===== config.mk =====
export PLATFORM = sky130hd
export DESIGN_NAME = uart_serial_tx
export DESIGN_NICKNAME = d
export VERILOG_FILES = /design/src/rtl/uart_serial_tx.sv
export SDC_FILE = /design/constraint.sdc
export NUM_CORES = 1
export LEC_CHECK = 0
export CAP_MARGIN = 20
export CORE_ASPECT_RATIO = 0.6
export CORE_MARGIN = 2
export CORE_UTILIZATION = 55
export CTS_BUF_LIST = sky130_fd_sc_hd__clkbuf_8
export CTS_CLUSTER_DIAMETER = 150
export DETAILED_ROUTE_END_ITERATION = 8
export PLACE_DENSITY = 0.77
export SYNTH_ARGS = -nofsm -noshare
export SYNTH_HDL_FRONTEND = slang
export SYNTH_SLANG_ARGS = --single-unit
export TNS_END_PERCENT = 20

===== constraint.sdc =====
create_clock -name i_clock -period 3.71 [get_ports i_clock]
set_input_delay 0.9275 -clock i_clock [delete_from_list [all_inputs] [get_ports i_clock]]
set_output_delay 0.9275 -clock i_clock [all_outputs]
set_load 0.05 [all_outputs]

===== src/rtl/uart_serial_tx.sv =====
// ---------------------------------------------------------------------------
// uart_serial_tx
//
// Purpose:
//   8-bit UART transmitter. Bytes arrive over a ready/valid handshake into a
//   one-byte holding register, then a shifter FSM serializes them onto the
//   line as 8N1 frames (or 8E1/8O1 when parity is compiled in), with one or
//   two stop bits. The holding register allows back-to-back frames with no
//   idle gap: the edge that ends the final stop bit also starts the next
//   start bit.
//
// Build option:
//   UART_SERIAL_TX_PARITY_EN - when defined, a parity bit is inserted after
//   data bit 7; PARITY_ODD selects its sense (0 even, 1 odd). When undefined
//   there is no parity state or logic and PARITY_ODD is only range-checked.
//
// Parameters:
//   CLOCKS_PER_BIT - i_clock cycles per serial bit (>= 2)
//   STOP_BITS      - number of stop bits (1 or 2)
//   PARITY_ODD     - parity sense, used only with the parity build option
//
// Ports:
//   i_clock          in   single clock, rising edge
//   i_reset          in   synchronous active-high reset
//   i_tx_data        in   byte to send
//   i_tx_data_valid  in   i_tx_data is valid
//   o_tx_data_ready  out  holding register can accept a byte
//   o_uart_tx        out  registered serial line, idles high
//   o_busy           out  frame in progress or holding register full
// ---------------------------------------------------------------------------
module uart_serial_tx #(
    parameter int CLOCKS_PER_BIT = 16,
    parameter int STOP_BITS      = 1,
    parameter int PARITY_ODD     = 0
) (
    input  logic       i_clock,
    input  logic       i_reset,
    input  logic [7:0] i_tx_data,
    input  logic       i_tx_data_valid,
    output logic       o_tx_data_ready,
    output logic       o_uart_tx,
    output logic       o_busy
);

    localparam int                BAUD_W    = $clog2(CLOCKS_PER_BIT);
    localparam logic [BAUD_W-1:0] BAUD_LAST = BAUD_W'(CLOCKS_PER_BIT - 1);
    localparam logic [2:0]        STOP_LAST = 3'(STOP_BITS - 1);

    // Illegal parameter combinations stop elaboration rather than building
    // a transmitter with a silently wrong frame format.
    if (CLOCKS_PER_BIT < 2 || STOP_BITS < 1 || STOP_BITS > 2 ||
        PARITY_ODD < 0 || PARITY_ODD > 1) begin : g_bad_params
        $error("uart_serial_tx: illegal parameter value");
    end

    typedef enum logic [2:0] {
        ST_IDLE   = 3'd0,
        ST_START  = 3'd1,
        ST_DATA   = 3'd2,
`ifdef UART_SERIAL_TX_PARITY_EN
        ST_PARITY = 3'd3,
`endif
        ST_STOP   = 3'd4
    } state_t;

    // -----------------------------------------------------------------------
    // Registers and their next-state values
    // -----------------------------------------------------------------------
    state_t              state_q,      state_d;
    logic [BAUD_W-1:0]   baud_cnt_q,   baud_cnt_d;
    logic [2:0]          bit_cnt_q,    bit_cnt_d;
    logic [7:0]          shift_q,      shift_d;
    logic                tx_q,         tx_d;
    logic [7:0]          hold_data_q,  hold_data_d;
    logic                hold_valid_q, hold_valid_d;
`ifdef UART_SERIAL_TX_PARITY_EN
    localparam logic     PAR_ODD = (PARITY_ODD != 0);
    logic                parity_q,     parity_d;
`endif

    logic accept;
    logic baud_wrap;
    logic load_shift;

    assign o_tx_data_ready = !i_reset && !hold_valid_q;
    assign accept          = i_tx_data_valid && o_tx_data_ready;
    assign baud_wrap       = (baud_cnt_q == BAUD_LAST);

    // -----------------------------------------------------------------------
    // Process 1: state register (all sequential state lives here)
    // -----------------------------------------------------------------------
    always_ff @(posedge i_clock) begin
        if (i_reset) begin
            state_q      <= ST_IDLE;
            baud_cnt_q   <= '0;
            bit_cnt_q    <= '0;
            shift_q      <= '0;
            tx_q         <= 1'b1;
            hold_data_q  <= '0;
            hold_valid_q <= 1'b0;
`ifdef UART_SERIAL_TX_PARITY_EN
            parity_q     <= 1'b0;
`endif
        end else begin
            state_q      <= state_d;
            baud_cnt_q   <= baud_cnt_d;
            bit_cnt_q    <= bit_cnt_d;
            shift_q      <= shift_d;
            tx_q         <= tx_d;
            hold_data_q  <= hold_data_d;
            hold_valid_q <= hold_valid_d;
`ifdef UART_SERIAL_TX_PARITY_EN
            parity_q     <= parity_d;
`endif
        end
    end

    // -----------------------------------------------------------------------
    // Process 2: next-state logic for the shifter FSM, its counters and the
    // holding register
    // -----------------------------------------------------------------------
    always_comb begin
        state_d      = state_q;
        baud_cnt_d   = baud_cnt_q;
        bit_cnt_d    = bit_cnt_q;
        shift_d      = shift_q;
        load_shift   = 1'b0;
        hold_data_d  = hold_data_q;
        hold_valid_d = hold_valid_q;

        // The baud counter free-runs whenever a frame is on the line.
        if (state_q != ST_IDLE) begin
            baud_cnt_d = baud_wrap ? '0 : baud_cnt_q + BAUD_W'(1);
        end

        case (state_q)
            ST_IDLE: begin
                if (hold_valid_q) begin
                    state_d    = ST_START;
                    load_shift = 1'b1;
                end
            end
            ST_START: begin
                if (baud_wrap) begin
                    state_d   = ST_DATA;
                    bit_cnt_d = '0;
                end
            end
            ST_DATA: begin
                if (baud_wrap) begin
                    // LSB first: the next data bit always sits in shift_q[0].
                    shift_d = {1'b0, shift_q[7:1]};
                    if (bit_cnt_q == 3'd7) begin
                        bit_cnt_d = '0;
`ifdef UART_SERIAL_TX_PARITY_EN
                        state_d   = ST_PARITY;
`else
                        state_d   = ST_STOP;
`endif
                    end else begin
                        bit_cnt_d = bit_cnt_q + 3'd1;
                    end
                end
            end
`ifdef UART_SERIAL_TX_PARITY_EN
            ST_PARITY: begin
                if (baud_wrap) begin
                    state_d   = ST_STOP;
                    bit_cnt_d = '0;
                end
            end
`endif
            ST_STOP: begin
                if (baud_wrap) begin
                    if (bit_cnt_q == STOP_LAST) begin
                        bit_cnt_d = '0;
                        // Chaining straight into the next start bit is what
                        // makes back-to-back frames gapless.
                        if (hold_valid_q) begin
                            state_d    = ST_START;
                            load_shift = 1'b1;
                        end else begin
                            state_d    = ST_IDLE;
                        end
                    end else begin
                        bit_cnt_d = bit_cnt_q + 3'd1;
                    end
                end
            end
            default: begin
                state_d = ST_IDLE;
            end
        endcase

        if (load_shift) begin
            shift_d      = hold_data_q;
            baud_cnt_d   = '0;
            bit_cnt_d    = '0;
            hold_valid_d = 1'b0;
        end

        // Loading and accepting can never coincide: loading needs a full
        // holding register, accepting needs an empty one.
        if (accept) begin
            hold_data_d  = i_tx_data;
            hold_valid_d = 1'b1;
        end
    end

`ifdef UART_SERIAL_TX_PARITY_EN
    // Parity is computed once, from the whole byte, as it enters the shifter.
    always_comb begin
        parity_d = parity_q;
        if (load_shift) begin
            parity_d = (^hold_data_q) ^ PAR_ODD;
        end
    end
`endif

    // -----------------------------------------------------------------------
    // Process 3: output logic. The line value for the upcoming state is
    // registered so o_uart_tx is glitch-free and switches on the same edge
    // as the state.
    // -----------------------------------------------------------------------
    always_comb begin
        tx_d = 1'b1;
        case (state_d)
            ST_START:  tx_d = 1'b0;
            ST_DATA:   tx_d = shift_d[0];
`ifdef UART_SERIAL_TX_PARITY_EN
            ST_PARITY: tx_d = parity_d;
`endif
            default:   tx_d = 1'b1;
        endcase
    end

    assign o_uart_tx = tx_q;
    assign o_busy    = (state_q != ST_IDLE) || hold_valid_q;

endmodule


==> results of run 1 <==
cell families (layout without fill, tap and decap cells):
family / count (synthesis) / in the layout / share of synthesized area, %
flops: 28 / 28 / 40.29
xor+xnor: 3 / 3 / 1.889
fa+ha+maj: 4 / 4 / 3.597
buf+inv: 15 / 22 / 6.563
simple gates: 81 / 81 / 29.59
compound gates: 36 / 36 / 18.08
metal layers:
layer	routed length [um]	track usage (%)	vias to the layer above	part of all wire, %
met5	0	0	-	0
met4	44	7.451	0	1.5
met3	195	7.162	5	6.5
met2	1225	30.00	32	41
met1	1516	36.36	534	51
li1	-	-	591	-
sequential cells by signal (all words and copies together) (netlist names):
name	flops
hold_data_q	8
baud_cnt_q	4
state_q	3
shift_q	8
o_uart_tx	1
hold_valid_q	1
bit_cnt_q	3
where the power goes:
group / switching, mW / leakage, nW / internal, mW
registers: 0.0154 / 0.229 / 0.318
logic: 0.0516 / 0.297 / 0.0397
clock network: 0.0940 / 0.0288 / 0.0951
cell type report:
cell class | instances | area, sq um | share of cell area, %
Multi-Input combinational cell | 124 | 739.5 | 47.47
Sequential cell | 28 | 560.5 | 35.98
Timing Repair Buffer | 14 | 147.6 | 9.478
Clock buffer | 4 | 55.05 | 3.534
Tap cell | 32 | 40.04 | 2.570
Inverter | 4 | 15.01 | 0.9639
metrics by stage:
| step | total power [mW] | area [sq um] | instances | util, % | hold WS (ps) |
|---|---|---|---|---|---|
| 4_1_cts | 0.6220 | 1558 | 206 | 63.52 | 464.4 |
| 3_3_place_gp | 0.4272 | 1503 | 202 | 61.28 | 446.9 |
| 5_1_grt | 0.6414 | 1558 | 206 | 63.52 | 477.8 |
| 2_1_floorplan | 0.4010 | 1391 | 167 | - | 433.2 |
| 6_report | 0.6136 | 1558 | 206 | 63.52 | 461.2 |
| 3_5_place_dp | 0.4307 | 1503 | 202 | 61.28 | 449.9 |
worst min-delay path by stage:
stage	startpoint	end	slack, ps	depth (start not counted)
final	hold_data_q[1]$_SDFFE_PP0P_	hold_data_q[1]$_SDFFE_PP0P_	460	2
after global routing	hold_data_q[0]$_SDFFE_PP0P_	hold_data_q[0]$_SDFFE_PP0P_	480	2
after CTS	hold_data_q[1]$_SDFFE_PP0P_	hold_data_q[1]$_SDFFE_PP0P_	460	2
after detailed placement	hold_data_q[1]$_SDFFE_PP0P_	hold_data_q[1]$_SDFFE_PP0P_	450	2
after global placement	hold_data_q[0]$_SDFFE_PP0P_	hold_data_q[0]$_SDFFE_PP0P_	450	2
after floorplan	hold_data_q[0]$_SDFFE_PP0P_	hold_data_q[0]$_SDFFE_PP0P_	430	2
synthesized netlist by cell type (4+ instances only):
cell type	number
a21oi_1	19
a311oi_1	5
clkbuf_1	4
dfxtp_1	28
ha_1	4
inv_1	4
nand2_1	33
nand2b_1	4
nand3_1	11
nor2_1	13
nor3_1	5
critical path: stages (launching register included):
cell	delay, ps
dfxtp_1	590
nor3_1	150
nand2b_1	100
clkdlybuf4s50_1	800
==> impl_metrics.ini, run 1 <==
[outcome]
outcome = finished, final reports clean

[synthesis]
avgSynthCellArea_sq_um = 8.331
synth_edf_count = 0
synth_flop_cell = dfxtp_1
ys_seq_area_share_pct = 40.29
syn_nets = 182
ys_types = 36
synth_top_area_share_pct = 40.29
synthesis.area_sq_um = 1391
synth_top_cell_by_area = dfxtp_1
postSynthCellCount = 167
ys_warn_count = 0
async_flop_share_pct = 0
ys_seq_elements = 28
synthTopCellsByArea = dfxtp_1, nand2_1, a21oi_1

[layout]
nets = 190
area_growth_pct = 11.96
final_common_cell = nand2_1
final.fill_count = 217
drive_above_1_share_pct = 7.471
antenna_cells = 0
final_cell_mix = nand2_1, dfxtp_1, a21oi_1

[sta]
drv_slew = 0
worstMarginPinSlew_ps = 775.5
finalSetupTns_ps = 0
skew_ps = 2.924
fin_crit_ps = 2853
fin_crit_sh_pct = 76.90
setup_viol = 0
fmax_mhz = 350.5
rsz0062_at_grt = false
hold_viol_final = 0
slew_headroom_pct = 48.08
fin_ws_ps = 857.0

[routing]
viasPerCell = 5.641
via_count = 1162
routed_wl_mm = 2.981
drtAntennaViolNets = 0
drcViolationCount = 0
drt_iter0_drc = 86
avgRoutedWirePerCell_um = 14.47
drt-pass1-iter-count = 4

[worst_setup_path]
reg2reg_slack_ps = 1660
critPathCaptureType = output port
worstSetupStartpointType = flip-flop
r2r_start = baud_cnt_q[0]$_SDFFE_PP0N_
arrival_ps = 1930
worst_r2r_endpoint = bit_cnt_q[1]$_SDFFE_PP0P_
crit_start = state_q[0]$_SDFF_PP0_
crit_path_end = o_busy
reg2regPathDepth = 5
worstSetupPathType = reg -> out
worstPathMaxFanout = 11
required_ps = 2780

[placed_design]
io_buffers = 13
place_congestion = 0.8343
dp_slack_ps = 1060
hpwl_mm = 2.136

[global_route]
grt_antenna_before_repair = 0
grt_pass1_vias = 1030
grt_max_degree = 21
grt_pass1_wl_mm = 4.961
grt_usage_pct = 23.38
overflow = 0

[flow_run]
maxCapViolCount = 0

[clock_tree]
clock_latency_ps = 280
clockBufferDepth = 2
post_cts_buffers = 0
clk_pin_slew_ps = 90
cts_resized = 0
cts_sinks = 28
cts_tree = done
htreeDepth = 1
cts_hold_buf = 0
root_buffer = clkbuf_8
cts_buffers = 3

[floorplan]
die_x_um = 68.93
io-pin-count = 14
start_util_pct = 56.73
dieArea_sq_um = 2961
dieHeight_um = 42.96
fp.coreArea_sq_um = 2452
fp-row-count = 14

[power]
p_leak_nw = 0.5541
worst_ir_drop_vdd_mv = 0.2647
power.density_nw_per_um2 = 393.9

[worst_hold_path]
hp-class = reg -> reg
Note: power is estimated with default switching activity, not from simulation.
==> run 2: changes to the inputs <==
==> constraint.sdc (replaced) <==
create_clock -name i_clock -period 3 [get_ports i_clock]
set_input_delay 0.75 -clock i_clock [delete_from_list [all_inputs] [get_ports i_clock]]
set_output_delay 0.75 -clock i_clock [all_outputs]
set_load 0.05 [all_outputs]
==> impl_metrics.ini, run 2 (synthesized netlist as in run 1, its figures left out) <==
[outcome]
outcome = finished, final reports clean

[layout]
multiInputGateArea_sq_um = 739.5
nets = 190
final_cell_mix = nand2_1, dfxtp_1, a21oi_1
final_core_util_pct = 62.96
antenna_cells = 0
largestRegisters = hold_data_q x8, shift_q x8, baud_cnt_q x4
drive_above_1_share_pct = 6.936
final_common_cell = nand2_1
final.fill_count = 215
regArea_sq_um = 560.5
area_growth_pct = 10.97

[floorplan]
io-pin-count = 14
start_util_pct = 56.73
die_x_um = 68.93
fp-row-count = 14
dieArea_sq_um = 2961
dieHeight_um = 42.96
fp.coreArea_sq_um = 2452

[routing]
via_count = 1148
drt_iter0_drc = 118
drcViolationCount = 0
avgRoutedWirePerCell_um = 13.57
drtAntennaViolNets = 0
routed_wl_mm = 2.781
drt-pass1-iter-count = 4
viasPerCell = 5.600

[sta]
rsz0062_at_grt = false
drv_slew = 0
slew_headroom_pct = 47.20
setup_viol = 0
fin_crit_ps = 2671
hold_viol_final = 0
finalSetupTns_ps = 0
fin_crit_sh_pct = 89.05
worstMarginPinSlew_ps = 788.5
skew_ps = 7.168
hold_ws_ps = 462.9
fmax_mhz = 374.3

[flow_run]
maxCapViolCount = 0

[clock_tree]
cts_tree = done
clk_pin_slew_ps = 80
cts_resized = 0
cts_sinks = 28
post_cts_buffers = 0
cts_buffers = 3
cts_hold_buf = 0
htreeDepth = 1
clockBufferDepth = 2
clock_latency_ps = 280
root_buffer = clkbuf_8

[placed_design]
hpwl_mm = 2.026
io_buffers = 13
place_congestion = 0.8112

[worst_setup_path]
arrival_ps = 1920
worstSetupPathType = reg -> out
worstPathMaxFanout = 11
critPathMaxStageDelay_ps = 800
path_cells = nor3_1, nand2b_1, clkdlybuf4s50_1
reg2regPathDepth = 5
required_ps = 2250
critPathCaptureType = output port
cpMaxStageDelayCell = clkdlybuf4s50_1
worstSetupStartpointType = flip-flop

[global_route]
grt_pass1_wl_mm = 4.878
grt_pass1_vias = 1071
grt_max_degree = 21
grt_antenna_before_repair = 0
overflow = 0
grt_usage_pct = 22.74

[worst_hold_path]
holdPathStages = 2
hp-class = reg -> reg

[power]
combPwrFrac_pct = 15.5
worst_ir_drop_vdd_mv = 0.3005
internal-power_mw = 0.5321
power.density_nw_per_um2 = 470.3
p_leak_nw = 0.5469
p_sw_mw = 0.1941
sw_frac_of_total_pct = 26.72
power.share.clock_pct = 27.9
power_frac_seq_pct = 56.6
-- run 2: changes by cell type in the layout (fill, tap and decap cells not counted), sizes merged --
cell | previous run | this run
clkbuf | 4 | 3
-- run 2: area by class of cell --
cell class | count | share of cell area [%]
Clock buffer | 3 | 2.674
Inverter | 4 | 0.9724
Multi-Input combinational cell | 124 | 47.89
Sequential cell | 28 | 36.30
Tap cell | 32 | 2.593
Timing Repair Buffer | 14 | 9.562
-- run 2: final timing paths --
path                                                  start                           to  slack, ps
worst min register to register  hold_data_q[0]$_SDFFE_PP0P_  hold_data_q[0]$_SDFFE_PP0P_        460
worst max register to register   baud_cnt_q[0]$_SDFFE_PP0N_    bit_cnt_q[1]$_SDFFE_PP0P_        940
worst min-delay path            hold_data_q[0]$_SDFFE_PP0P_  hold_data_q[0]$_SDFFE_PP0P_        460
worst max-delay path                  state_q[0]$_SDFF_PP0_                       o_busy        330
-- run 2: layer usage --
layer	vias to the layer above	share of wire (%)	track usage (%)
met5	-	0	0
met4	0	0.50	7.059
met3	2	4.9	6.366
met2	32	41	29.81
met1	516	54	35.32
li1	598	-	-
-- run 2: through the flow --
step | setup WS [ps] | total power [mW] | instance area [sq um] | std cells
6_report | 328.6 | 0.7262 | 1544 | 205
5_1_grt | 200.8 | 0.7625 | 1544 | 205
4_1_cts | 304.5 | 0.7358 | 1544 | 205
3_5_place_dp | 628.3 | 0.5314 | 1503 | 202
3_3_place_gp | 655.7 | 0.5286 | 1503 | 202
2_1_floorplan | 657.9 | 0.4959 | 1391 | 167
-- run 2: power by group through the flow --
stage               registers [mW]  clock network (mW)  logic, mW
floorplan                    0.417                   0     0.0789
global placement             0.418                   0      0.110
detailed placement           0.420                   0      0.112
CTS                          0.411               0.212      0.113
global route                 0.414               0.222      0.126
finish                       0.411               0.202      0.113
-- run 2: critical path: cells and delay by family (launching register included) --
kind                   cells  cell delay [ps]
buffers and inverters      1              800
flip-flops                 1              590
AND/OR/NAND/NOR            2              250
==> run 3: changes to the inputs <==
--- a/config.mk
+++ b/config.mk
@@ -7,7 +7,6 @@
 export LEC_CHECK = 0
 export CAP_MARGIN = 20
 export CORE_ASPECT_RATIO = 0.6
-export CORE_MARGIN = 2
 export CORE_UTILIZATION = 55
 export CTS_BUF_LIST = sky130_fd_sc_hd__clkbuf_8
 export CTS_CLUSTER_DIAMETER = 150
==> impl_metrics.ini, run 3 (synthesized netlist as in run 1, its figures left out) <==
[routing]
avgRoutedWirePerCell_um = 14.26
viasPerCell = 5.853
drt-pass1-iter-count = 4
routed_wl_mm = 2.910
drcViolationCount = 0
drt_iter0_drc = 81
drtAntennaViolNets = 0
via_count = 1194

[global_route]
grt_pass1_wl_mm = 4.464
grt_usage_pct = 23.67
overflow = 0
grt_pass1_vias = 949
grt_max_degree = 21
grt_antenna_before_repair = 0

[worst_setup_path]
critPathCaptureType = output port
arrival_ps = 1950
required_ps = 2250
crit_start = state_q[0]$_SDFF_PP0_
reg2regPathDepth = 4
worstSetupPathType = reg -> out
r2r_start = state_q[1]$_SDFF_PP0_
worstPathMaxFanout = 11
worstSetupStartpointType = flip-flop

[power]
p_leak_nw = 0.5611
power.density_nw_per_um2 = 524.6
worst_ir_drop_vdd_mv = 0.3068
total_power_mw = 0.8244

[floorplan]
fp.coreArea_sq_um = 2277
start_util_pct = 61.10
io-pin-count = 14
dieArea_sq_um = 2741
die_x_um = 66.93
dieHeight_um = 40.96
fp-row-count = 13

[sta]
drv_slew = 0
fmax_mhz = 369.7
hold_viol_final = 0
setup_viol = 0
finalSetupTns_ps = 0
skew_ps = 2.275
rsz0062_at_grt = false
fin_crit_ps = 2705
slew_headroom_pct = 44.68
fin_crit_sh_pct = 90.17
worstMarginPinSlew_ps = 826.2

[outcome]
outcome = finished, final reports clean

[clock_tree]
clockBufferDepth = 2
cts_hold_buf = 0
root_buffer = clkbuf_8
post_cts_buffers = 0
clk_pin_slew_ps = 100
cts_resized = 0
cts_buffers = 3
cts_tree = done
htreeDepth = 1
cts_sinks = 28
clock_latency_ps = 280

[placed_design]
hpwl_mm = 2.072
place_congestion = 0.7984
io_buffers = 13

[layout]
antenna_cells = 0
nets = 190
area_growth_pct = 12.95
final_common_cell = nand2_1
final_core_util_pct = 69.01
final_cell_mix = nand2_1, dfxtp_1, a21oi_1
drive_above_1_share_pct = 7.471
largestRegisters = hold_data_q x8, shift_q x8, baud_cnt_q x4

[worst_hold_path]
hp-class = reg -> reg
worstHoldStart = hold_data_q[5]$_SDFFE_PP0P_
holdPathStages = 2

[flow_run]
maxCapViolCount = 0
[run 3: where the power goes]
part	switching [mW]	internal, mW
clock	0.121	0.179
combinational	0.0654	0.0491
sequential	0.0176	0.393
total	0.204	0.621
[run 3: final cells by class]
class                           instances  area (sq um)
Multi-Input combinational cell        124         739.5
Fill cell                             159         705.7
Sequential cell                        28         560.5
Timing Repair Buffer                   14         147.6
Clock buffer                            3         41.29
Tap cell                               30         37.54
Clock inverter                          1         30.03
Inverter                                4         15.01
[run 3: through the flow]
stage               setup WS, ps  hold WS, ps  instance area, sq um  cells
finish                     295.0        465.6                  1572    204
CTS                        277.6        463.8                  1572    204
floorplan                  657.9        433.2                  1391    167
global route               144.6        485.0                  1572    204
detailed placement         617.3        448.8                  1500    200
global placement           660.3        445.6                  1500    200
[run 3: final timing paths]
| path | endpoint | slack [ps] |
|---|---|---|
| worst min-delay path | hold_data_q[5]$_SDFFE_PP0P_ | 470 |
| worst min register to register | hold_data_q[5]$_SDFFE_PP0P_ | 470 |
| worst max register to register | shift_q[4]$_SDFFE_PP0P_ | 890 |
| worst max-delay path | o_busy | 300 |
[run 3: layer usage]
| metal | track usage [%] | up-vias | share of wire, % |
|---|---|---|---|
| li1 | - | 595 | - |
| met1 | 32.40 | 561 | 50 |
| met2 | 34.09 | 30 | 43 |
| met3 | 7.222 | 8 | 5.1 |
| met4 | 11.17 | 0 | 1.9 |
| met5 | 0 | - | 0 |
[run 3: worst max-delay path, stage by stage (launching register included)]
cell and delay (ps):
dfxtp_1 610, nor3_1 170, nand2b_1 110, clkdlybuf4s50_1 800
